==> src/rtl/dispatch8way.sv <==
// Single-slot token dispatcher feeding one of eight consumers in round-robin order.
// Define DISPATCH8WAY_SKIP_EN for work-conserving target selection; the default is strict round-robin.
module dispatch8way #(
    parameter int unsigned WIDTH = 16
) (
    input  logic             clk,
    input  logic             reset,
    input  logic             in_valid,
    input  logic [WIDTH-1:0] in_data,
    output logic             in_ready,
    input  logic [7:0]       out_ready,
    output logic [7:0]       out_valid,
    output logic [WIDTH-1:0] out_data,
    output logic [2:0]       select,
    output logic [15:0]      count
);

    localparam int unsigned NumWays = 8;
    localparam int unsigned PtrW    = 3;
    localparam int unsigned CountW  = 16;

    typedef enum logic {
        EMPTY = 1'b0,
        FULL  = 1'b1
    } state_t;

    state_t            stateQ;
    state_t            stateD;
    logic [PtrW-1:0]   ptrQ;
    logic [CountW-1:0] countQ;
    logic [WIDTH-1:0]  holdQ;
    logic [PtrW-1:0]   target;
    logic              outFire;
    logic              inReady;
    logic              inFire;

    // Consumer targeted by the held token this cycle
`ifdef DISPATCH8WAY_SKIP_EN
    logic [PtrW-1:0] idx;
    logic            found;

    always_comb begin
        target = ptrQ;
        idx    = ptrQ;
        found  = 1'b0;
        if (stateQ == FULL) begin
            for (int k = 0; k < int'(NumWays); k++) begin
                idx = ptrQ + PtrW'(k);
                if (!found && out_ready[idx]) begin
                    target = idx;
                    found  = 1'b1;
                end
            end
        end
    end
`else
    always_comb begin
        target = ptrQ;
    end
`endif

    // Handshakes; reset suppresses both so a held token is dropped, not delivered
    always_comb begin
        outFire = (stateQ == FULL) && out_ready[target] && !reset;
        inReady = ((stateQ == EMPTY) || outFire) && !reset;
        inFire  = in_valid && inReady;
    end

    always_comb begin
        stateD = stateQ;
        case (stateQ)
            EMPTY: if (inFire) stateD = FULL;
            FULL:  if (outFire && !inFire) stateD = EMPTY;
            default: stateD = EMPTY;
        endcase
    end

    always_ff @(posedge clk) begin
        if (reset) begin
            stateQ <= EMPTY;
            ptrQ   <= '0;
            countQ <= '0;
            holdQ  <= '0;
        end else begin
            stateQ <= stateD;
            if (inFire) begin
                holdQ <= in_data;
            end
            if (outFire) begin
                ptrQ   <= target + PtrW'(1);
                countQ <= countQ + CountW'(1);
            end
        end
    end

    // Outputs forced quiet while reset is held, even before the first reset edge
    always_comb begin
        in_ready  = inReady;
        out_valid = '0;
        if ((stateQ == FULL) && !reset) begin
            out_valid = NumWays'(1) << target;
        end
        select   = reset ? '0 : target;
        out_data = reset ? '0 : holdQ;
        count    = countQ;
    end

endmodule

==> config.mk <==
export PLATFORM = sky130hd
export DESIGN_NAME = dispatch8way
export DESIGN_NICKNAME = d
export VERILOG_FILES = /design/src/rtl/dispatch8way.sv
export SDC_FILE = /design/constraint.sdc
export NUM_CORES = 1
export LEC_CHECK = 0
export ABC_AREA = 1
export CAP_MARGIN = 30
export CORE_MARGIN = 1.5
export CORE_UTILIZATION = 45
export DETAILED_ROUTE_END_ITERATION = 16
export GPL_ROUTABILITY_DRIVEN = 0
export PLACE_DENSITY = 0.87
export SYNTH_ARGS = -nofsm -noshare
export SYNTH_HDL_FRONTEND = slang
export SYNTH_SLANG_ARGS = --single-unit
==> constraint.sdc <==
create_clock -name clk -period 1.6 [get_ports clk]
set_input_delay 0.32 -clock clk [delete_from_list [all_inputs] [get_ports clk]]
set_output_delay 0.32 -clock clk [all_outputs]
set_load 0.02 [all_outputs]
==> qor_table.md <==
| Item | Value |
| --- | --- |
| Fin. max-slew vios | 0 |
| Type of the worst setup path | flip-flop to output pin |
| Synth area leaders | dfxtp_1 36%, nand2_1 16%, nor2_1 7.3%, inv_1 7.1%, nand4_1 5.6% |
| Later-pin clock latency in the skew report | 0.29 ns |
| Iter 0 DRT Violations | 209 |
| Launch point of the critical path | ptrQ[0] |
| Fill cells | 310 |
| Simple-Gate Fraction of Synth Area | 0.386 |
| Flop and latch count out of synthesis | 36 |
| Layout Skew | 0.00450 ns |
| Warnings, synthesis | 0 |
| Vias/cell | 5.15 |
| Detailed Route WL | 5930 um |
| Mux cell area share after synthesis | 0 |
| Top Ports | 71 |
| Post-Synth Adder-Cell Area | 0.0439 |
| Crit path arrival time | 1.39 ns |
| Distinct cells, synth | 22 |
| Share of the synthesized area in the top cell type | 0.361 |
| Area growth from synthesis to final layout | 57.1% |
| Gate count of the mapped netlist | 302 |
| Count of port buffers added during placement | 70 |
| Cell leakage power | 1.44 nW |
| Final std cells w/o fill | 444 |
| DP HPWL | 3810 um |
| Number of placement rows | 24 |
| H-tree Lvls | 2 |
| Leftover overflow at the end of global routing | 0 |
| Cell Int Power | 1.45 mW |
| Clock-pin transition on the worst setup and hold timing paths | 0.07 ns |
| Inst Count DP | 434 |
| Required time of the critical path | 1.28 ns |
| Cts bufs inserted | 5 |
| Worst setup path endpoint | in_ready |
| Largest buffer count on any clock path | 2 |
| Antenna-violating nets left | 0 |
| Net Count, Synth | 336 |
| Global-route wire length before repair | 9360 um |
| Setup-violating endpoint count in the final report | 21 |
| Die outline height | 69.6 um |
| Max_slew headroom | 0.775 |
| Worst path setup slack after routing | -0.108 ns |
| Final standard cell utilization of the core | 0.725 |
| Drt pass-1 iters | 4 |
| Clock root buffer | clkbuf_8 |
| Synthesized-area fraction occupied by ao, oa, aoi and oai cells | 0.0602 |
| Synth Cell Area | 0.00200 mm2 |
| Number of cells on the worst reg-to-reg path | 10 |
| Number of sinks on the clock net | 36 |
| Antenna violations before repair | 0 |
| Max VDD drop | 0.548 mV |
| DIE AREA | 0.00484 mm2 |
| Critical-path maximum fanout | 5 |
| Proportion of layout cells with a drive suffix above 1 | 0.260 |
| Via Count | 2287 |
| Fraction of power spent switching nets | 0.283 |
| Final count of hold timing violations | 0 |
| Remaining DRCs | 0 |
| Status | finished, violations left |
| Worst hold slack after final layout | 0.493 ns |
| Die outline width | 69.6 um |
| Post-synthesis sequential area ratio | 0.361 |
| Overall power | 2.03 mW |
| Shortest period the worst path allows | 1.71 ns |
| Area inside the core boundary | 0.00432 mm2 |
| Maximum achievable frequency | 0.585 GHz |
| Initial cell density of the core | 0.462 |
| Clock tree from TritonCTS | done |
| Clock network fraction of design power | 0.338 |
| Final #Nets | 425 |
| Category of the worst setup path launch point | flip-flop |
| Largest area contributor in the netlist | dfxtp_1 |
| Synthesized-area fraction occupied by xor and xnor cells | 0.0351 |
| # diodes | 0 |
| DR WL/cell | 13.4 um |
| Number of global-route vias before repair | 2073 |
| Hold-critical path depth | 2 |
| Maximum number of pins on one net before global-route repair | 25 |
| Kind of end point of the critical path | output pin |
| Seq pwr share | 0.469 |
| Worst R2R End | holdQ[3] |
| Syn_area_per_cell | 6.61 um2 |
| Register-to-register path setup slack | -0.07 ns |
| Failing checks | negative setup slack |
| Power density normalized to cell area | 647 mW/mm2 |
| All-layer global routing usage | 0.241 |
| Reported net switching power | 574 uW |
| Actual transition at the worst max-transition pin | 0.335 ns |
| Total negative slack | -1.21 ns |
| Number of max-cap violations | 0 |
| Share of total power in combinational logic | 0.193 |
| Type of the most critical hold path | flip-flop to flip-flop |
| Post-route fraction of the period consumed by the critical path | 1.07 |
| Largest family of logic cells by synthesized area | simple AND/OR/NAND/NOR gates |
| Worst reg2reg startpoint | ptrQ[0] |
| Setup repair after global routing missed its margin | true |
## sequential cells by signal, summed over array words and instances, names as in the netlist
signal	flops
holdQ	16
stateQ	1
count	16
ptrQ	3
## stage by stage
stage                     instance area (um2)  worst slack (ns)
after detailed placement                 2880            -0.629
final                                    3140            -0.108
after global placement                   2880            -0.580
after CTS                                3010            -0.132
after floorplan                          2000            0.0119
after global routing                     3140            -0.160
## worst min-delay path by stage
stage	start	end	slack, ns
floorplan	in_data[0]	holdQ[0]	0.47
global placement	count[13]	count[13]	0.47
detailed placement	count[13]	count[13]	0.49
CTS	count[13]	count[13]	0.50
global route	count[14]	count[14]	0.53
finish	count[13]	count[13]	0.49
## layout make-up
class | instances | area, um2 | area share
clock buffer | 7 | 86.3 | 0.0275
clock inverter | 1 | 7.51 | 0.00239
inverter | 42 | 178 | 0.0567
multi-input combinational | 211 | 1200 | 0.384
sequential | 36 | 728 | 0.232
tap | 52 | 65.1 | 0.0208
timing repair buffer | 95 | 866 | 0.276
## repair_timing
| item | in CTS | in global routing |
|---|---|---|
| gates resized for setup | 147 | 50 |
| setup endpoints to repair | 72 | 46 |
| pin swaps | 14 | 11 |
| endpoints found under the hold margin | 0 | 0 |
| hold buffers | 0 | 0 |
| setup buffers | 0 | 2 |
## worst max-delay path, cell delays in order (launching register included)
cell and delay (ns):
dfxtp_4 0.39, buf_6 0.13, nand2_2 0.06, nand3_2 0.07, nand3_2 0.09, nand3_4 0.10
a21oi_4 0.13, buf_6 0.13
## per-layer routing
layer / track usage / part of all wire / vias to the layer above
met3: 0.0712 / 0.079 / 9
met4: 0.102 / 0.016 / 0
met5: 0 / 0 / -
met2: 0.384 / 0.48 / 88
li1: - / - / 1133
met1: 0.305 / 0.42 / 1057
## cell usage after synthesis, drive strengths merged
cell    instances
nand2          88
buf             6
ha              7
a21oi          19
o21ai           5
inv            42
nand3          17
xnor2           3
nor2           39
nand4          18
nor3           10
clkbuf          7
dfxtp          36
xor2            5
## placed cells by master (no fill, tap or decap), types with 6 or more instances in the layout
| master | synthesis | layout |
|---|---|---|
| nand2_1 | 86 | 83 |
| buf_6 | 1 | 6 |
| clkdlybuf4s15_2 | 0 | 10 |
| buf_4 | 2 | 28 |
| nand3_1 | 13 | 9 |
| clkbuf_8 | 0 | 6 |
| nor3_2 | 0 | 6 |
| nand4_1 | 18 | 18 |
| clkdlybuf4s50_1 | 0 | 17 |
| dfxtp_1 | 36 | 34 |
| inv_1 | 38 | 31 |
| nor2_1 | 39 | 36 |
| dlygate4sd2_1 | 0 | 22 |
| a21oi_1 | 19 | 18 |
## power by group through the flow
| stage | registers (mW) | logic (mW) | clock network [mW] |
|---|---|---|---|
| detailed placement | 0.968 | 0.362 | 0 |
| CTS | 0.949 | 0.363 | 0.702 |
| global route | 0.954 | 0.423 | 0.736 |
| global placement | 0.967 | 0.355 | 0 |
| finish | 0.952 | 0.391 | 0.686 |
| floorplan | 0.969 | 0.187 | 0 |
## cell families (layout without fill, tap and decap cells)
family | after synthesis | after routing
and+or+nand+nor | 172 | 172
buffers and inverters | 55 | 145
DFF | 36 | 36
AOI/OAI and AO/OA | 24 | 24
xor gates and xnor gates | 8 | 8
adders and majority gates | 7 | 7
Power figures use the tool's default switching activity.
